**src/rtl/pcs_gray_pkg.sv**
```systemverilog
// Shared helpers for modulo-N Gray pointers: code mapping, decode search and parameter limits.
// Imported by the pointer counters and their far-domain receivers.
package pcs_gray_pkg;

  localparam int unsigned ModMin        = 2;
  localparam int unsigned ModMax        = 256;
  localparam int unsigned SyncStagesMin = 2;
  localparam int unsigned SyncStagesMax = 4;
  localparam int unsigned CodeWMax      = 8;

  typedef struct packed {
    logic                valid;
    logic [CodeWMax-1:0] bin;
  } dec_t;

  function automatic bit mod_ok(input int unsigned mod);
    return (mod >= ModMin) && (mod <= ModMax) && (mod % 2 == 0);
  endfunction

  function automatic bit sync_ok(input int unsigned stages);
    return (stages >= SyncStagesMin) && (stages <= SyncStagesMax);
  endfunction

  // Upper half is shifted to the top of the 2^w code space so the wrap flips one bit.
  function automatic logic [CodeWMax-1:0] enc(input int unsigned i, input int unsigned mod,
                                             input int unsigned w);
    int unsigned x;
    x = (i < mod / 2) ? i : i + (32'd1 << w) - mod;
    return CodeWMax'(x ^ (x >> 1));
  endfunction

  function automatic dec_t dec(input logic [CodeWMax-1:0] code, input int unsigned mod,
                               input int unsigned w);
    dec_t r;
    r = '0;
    for (int unsigned i = 0; i < ModMax; i++) begin
      if ((i < mod) && !r.valid && (enc(i, mod, w) == code)) begin
        r.valid = 1'b1;
        r.bin   = CodeWMax'(i);
      end
    end
    return r;
  endfunction

endpackage

```
**src/rtl/gray_mod_rx.sv**
```systemverilog
// Far-domain receiver for a modulo-N Gray pointer: synchroniser, registered decode and
// sticky checker for illegal codes or jumps of more than one step.
module gray_mod_rx
  import pcs_gray_pkg::*;
#(
  parameter int unsigned  MOD         = 6,
  parameter int unsigned  SYNC_STAGES = 2,
  localparam int unsigned W           = $clog2(MOD)
) (
  input  logic         clk,
  input  logic         reset,
  input  logic [W-1:0] gray_in,
  input  logic         err_clr,
  output logic [W-1:0] rx_bin,
  output logic         rx_err
);

  localparam logic [W-1:0] BinMax = W'(MOD - 1);

  logic [SYNC_STAGES-1:0][W-1:0] sync_q;
  logic [W-1:0]                  rx_bin_q, rx_bin_d, step_bin;
  logic                          rx_err_q, rx_err_d;
  logic                          err;
  dec_t                          dec_r;

  // rx_bin_q is also the previous-value reference for the step check.
  always_comb begin
    dec_r    = dec(CodeWMax'(sync_q[SYNC_STAGES-1]), MOD, W);
    step_bin = (rx_bin_q == BinMax) ? '0 : rx_bin_q + W'(1);
    err      = !dec_r.valid ||
               ((dec_r.bin != CodeWMax'(rx_bin_q)) && (dec_r.bin != CodeWMax'(step_bin)));
    rx_bin_d = dec_r.valid ? W'(dec_r.bin) : rx_bin_q;
    rx_err_d = err | (rx_err_q & ~err_clr);
  end

  always_ff @(posedge clk or posedge reset) begin
    if (reset) begin
      sync_q   <= '0;
      rx_bin_q <= '0;
      rx_err_q <= 1'b0;
    end else begin
      sync_q   <= {sync_q[SYNC_STAGES-2:0], gray_in};
      rx_bin_q <= rx_bin_d;
      rx_err_q <= rx_err_d;
    end
  end

  assign rx_bin = rx_bin_q;
  assign rx_err = rx_err_q;

endmodule

```
**src/rtl/gray_mod_counter.sv**
```systemverilog
// Modulo-N cyclic Gray counter with registered, glitch-free code output, plus the
// matching receive-side synchroniser/decoder/checker.
module gray_mod_counter
  import pcs_gray_pkg::*;
#(
  parameter int unsigned  MOD         = 6,
  parameter int unsigned  SYNC_STAGES = 2,
  localparam int unsigned W           = $clog2(MOD)
) (
  input  logic         clk,
  input  logic         reset,
  input  logic         inc,
  input  logic         clr,
  output logic [W-1:0] bin_out,
  output logic [W-1:0] gray_out,
  output logic         wrap,
  input  logic [W-1:0] gray_in,
  output logic [W-1:0] rx_bin,
  output logic         rx_err,
  input  logic         err_clr
);

  if (!mod_ok(MOD)) begin : g_bad_mod
    $error("gray_mod_counter: MOD must be even and within 2..256");
  end
  if (!sync_ok(SYNC_STAGES)) begin : g_bad_sync
    $error("gray_mod_counter: SYNC_STAGES must be within 2..4");
  end

  localparam logic [W-1:0] BinMax = W'(MOD - 1);

  logic [W-1:0] bin_q, bin_d, gray_q, gray_d;
  logic         wrap_q, wrap_d;

  always_comb begin
    bin_d  = bin_q;
    wrap_d = 1'b0;
    if (clr) begin
      bin_d = '0;
    end else if (inc) begin
      if (bin_q == BinMax) begin
        bin_d  = '0;
        wrap_d = 1'b1;
      end else begin
        bin_d = bin_q + W'(1);
      end
    end
    gray_d = W'(enc(32'(bin_d), MOD, W));
  end

  always_ff @(posedge clk or posedge reset) begin
    if (reset) begin
      bin_q  <= '0;
      gray_q <= '0;
      wrap_q <= 1'b0;
    end else begin
      bin_q  <= bin_d;
      gray_q <= gray_d;
      wrap_q <= wrap_d;
    end
  end

  assign bin_out  = bin_q;
  assign gray_out = gray_q;
  assign wrap     = wrap_q;

  gray_mod_rx #(
    .MOD         (MOD),
    .SYNC_STAGES (SYNC_STAGES)
  ) u_rx (
    .clk     (clk),
    .reset   (reset),
    .gray_in (gray_in),
    .err_clr (err_clr),
    .rx_bin  (rx_bin),
    .rx_err  (rx_err)
  );

`ifdef PCS_SIM
  // clr is a deliberate jump back to zero and may flip several bits.
  gray_one_bit_step: assert property (@(posedge clk) disable iff (reset)
    !$past(clr) |-> ($countones(gray_q ^ $past(gray_q)) <= 1));
`endif

endmodule

```
**config.mk**
```make
export PLATFORM = sky130hd
export DESIGN_NAME = gray_mod_counter
export DESIGN_NICKNAME = d
export VERILOG_FILES = /design/src/rtl/pcs_gray_pkg.sv /design/src/rtl/gray_mod_rx.sv /design/src/rtl/gray_mod_counter.sv
export SDC_FILE = /design/constraint.sdc
export NUM_CORES = 1
export LEC_CHECK = 0
export CORE_MARGIN = 2
export CORE_UTILIZATION = 45
export DETAILED_ROUTE_END_ITERATION = 10
export GPL_ROUTABILITY_DRIVEN = 0
export PLACE_DENSITY = 0.73
export SLEW_MARGIN = 30
export SYNTH_ARGS = -nofsm -noshare
export SYNTH_HDL_FRONTEND = slang
export SYNTH_SLANG_ARGS = --single-unit
```
**constraint.sdc**
```tcl
create_clock -name clk -period 2.5 [get_ports clk]
set_input_delay 0.25 -clock clk [delete_from_list [all_inputs] [get_ports clk]]
set_output_delay 0.25 -clock clk [all_outputs]
set_load 0.05 [all_outputs]
```
==> results.json <==
{
  "status": "finished clean",
  "start_util_pct": 48.0,
  "cts_sinks": 17,
  "multiInputGateArea_um2": 353,
  "tightestPinTransition_ns": 0.606,
  "synth-edff-count": 0,
  "nFillCells": 160,
  "synthTopCellsByArea": "dfrtp_1, xor2_1, a21oi_1",
  "final.setup.tns_ns": 0,
  "die_area_mm2": 0.00220,
  "path_cells": "clkdlybuf4s50_1 -> and4bb_2 -> a21oi_1 -> nor2_1 -> ha_1 -> o21bai_1 -> o21a_1 -> a221oi_1",
  "wl_per_cell_um": 11.1,
  "max_freq_mhz": 505,
  "antenna-diode-count": 0,
  "clk_latency_ns": 0.28,
  "drtPass1Iterations": 4,
  "core_area_mm2": 0.00173,
  "setup-violations-final": 0,
  "slew_headroom_pct": 59.6,
  "slowest_stage": "clkdlybuf4s50_1",
  "hp-class": "primary input to async pin",
  "synth_area_per_cell_um2": 10.9,
  "syn2layout_area_growth_pct": 25.2,
  "yosys_warnings": 0,
  "p_leak_nw": 0.456,
  "synth-xor-area-share_pct": 5.28,
  "fp.dieW_um": 46.9,
  "yosys_register_bits": 17,
  "timing.final.hold_violations": 0,
  "synth_top_area_share_pct": 51.3,
  "synthSimpleGateAreaFrac_pct": 20.2,
  "rows": 15,
  "yosys.cell_types.count": 33,
  "grt_max_degree": 18,
  "htree_levels": 1,
  "numPortBuffers": 18,
  "cts_root_buf": "clkbuf_4",
  "grt_pass1_wl_um": 2210,
  "cp-end-kind": "register",
  "holdWs_ns": 0.334,
  "synth_most_common_cell": "dfrtp_1",
  "synthAdderAreaFrac_pct": 3.02,
  "synth_mux_area_share_pct": 1.21,
  "ctsHoldBuffers": 0,
  "post_drt_via_cell_ratio": 5.05,
  "rsz0062_at_grt": "no",
  "overflow": 0,
  "final.min_clock_period_ns": 1.98,
  "timing.final.crit_share_pct": 79.2,
  "die_y_um": 46.9,
  "cts_resized": 0,
  "path_buf_inv": 1,
  "ant_nets": 0,
  "synth_ff_type": "dfrtp_1",
  "drv_slew": 0,
  "max_stage_delay_ns": 0.55,
  "synth_fp_nets": 86,
  "pin_count": 19,
  "power_density_mw_per_mm2": 575,
  "clk_pin_slew_ns": 0.09,
  "syn_area_um2": 830,
  "cts_tree": "yes",
  "drv_cap": 0,
  "seqCellArea_um2": 425,
  "ir_worst_vdd_uv": 317,
  "crit_family": "compound AO/OA/AOI/OAI gates",
  "synth_top_family_by_area": "simple AND/OR/NAND/NOR gates",
  "postCtsSetupBuffers": 0,
  "track_usage_pct": 14.2,
  "critPathArrivalTime_ns": 2.16,
  "antenna_found_initial": 0,
  "cts_buffer_depth": 2,
  "vias": 601,
  "wl_um": 1320,
  "regToRegSetupSlack_ns": 0.58,
  "dp_hpwl_um": 930,
  "drc": 0,
  "synthCells": 76,
  "grt_pass1_vias": 538,
  "cts_buffers": 3,
  "yosysSeqAreaShare_pct": 51.3,
  "finClkSkew_ns": 0.00471,
  "critPathLaunchType": "primary input",
  "drtIter0Drc": 9,
  "fin_nets": 105,
  "async_flop_share_pct": 100,
  "synth-compound-area-share_pct": 12.8,
  "path_class": "primary input to register",
  "critical_path_required_ns": 2.68,
  "synth_top_area_cell": "dfrtp_1",
  "drive_gt1_share_pct": 9.57,
  "worstPathMaxFanout": 9,
  "synthTopCellsByCount": "dfrtp_1, nor2_1, a21oi_1"
}
-- final cells by class --
cell class                      count  share of cell area [%]
Multi-Input combinational cell     50                    34.0
Sequential cell                    17                    41.0
Tap cell                           25                    3.01
Clock buffer                        4                    2.53
Inverter                            4                    1.45
Timing Repair Buffer               19                    18.1
-- report_power, final --
| part | internal (mW) | leakage (nW) | switching [mW] | total [mW] |
|---|---|---|---|---|
| Sequential | 0.292 | 0.211 | 0.0228 | 0.315 |
| Clock | 0.0618 | 0.0150 | 0.0750 | 0.137 |
| Combinational | 0.0605 | 0.230 | 0.0844 | 0.145 |
| Total | 0.415 | 0.456 | 0.182 | 0.597 |
-- layout by cell type, fill, tap and decap left out, drive strengths merged, types with 3 or more instances in the layout --
master / n
clkbuf: 4
nand2: 4
o21ai: 3
inv: 4
xor2: 4
dfrtp: 17
nor2: 6
clkdlybuf4s50: 18
a21oi: 5
-- final timing paths --
kind | endpoint | start | cells past startpoint
min in group clk | u_rx.sync_q[3]$_DFF_PP0_ | u_rx.sync_q[0]$_DFF_PP0_ | 0
max | gray_out[0]$_DFF_PP0_ | inc | 8
max reg2reg | gray_out[0]$_DFF_PP0_ | bin_out[0]$_DFF_PP0_ | 7
min reg2reg | u_rx.sync_q[3]$_DFF_PP0_ | u_rx.sync_q[0]$_DFF_PP0_ | 0
max in group asynchronous | gray_out[1]$_DFF_PP0_ | reset | 2
min | u_rx.rx_bin[1]$_DFFE_PP0N_ | reset | 2
-- cells by family after synthesis --
group / count (synthesis)
AOI/OAI and AO/OA: 16
xor gates and xnor gates: 5
adders and majority gates: 2
buffers and inverters: 9
DFF: 17
muxes: 1
and+or+nand+nor: 26
-- metrics by stage --
step	std cells	power, mW	util, %	setup WS [ns]	area (µm²)
finish	119	0.597	60.1	0.519	1040
global route	119	0.632	60.1	0.380	1040
CTS	119	0.606	60.1	0.547	1040
detailed placement	115	0.466	58.6	0.253	1010
global placement	115	0.463	58.6	0.261	1010
floorplan	76	0.421	-	0.350	830
-- sequential cells by signal, summed over array words and instances, names as in the netlist --
name / count
u_rx.rx_err: 1
u_rx.sync_q: 6
bin_out: 3
gray_out: 3
u_rx.rx_bin: 3
wrap: 1
-- metal layers --
| layer | share of wire [%] | vias to the layer above | global-route usage [%] |
|---|---|---|---|
| li1 | - | 300 | - |
| met1 | 50 | 285 | 18.7 |
| met2 | 44 | 14 | 21.9 |
| met3 | 4.3 | 2 | 3.46 |
| met4 | 0.76 | 0 | 6.67 |
| met5 | 0 | - | 0 |
Note: power is estimated with default switching activity, not from simulation.
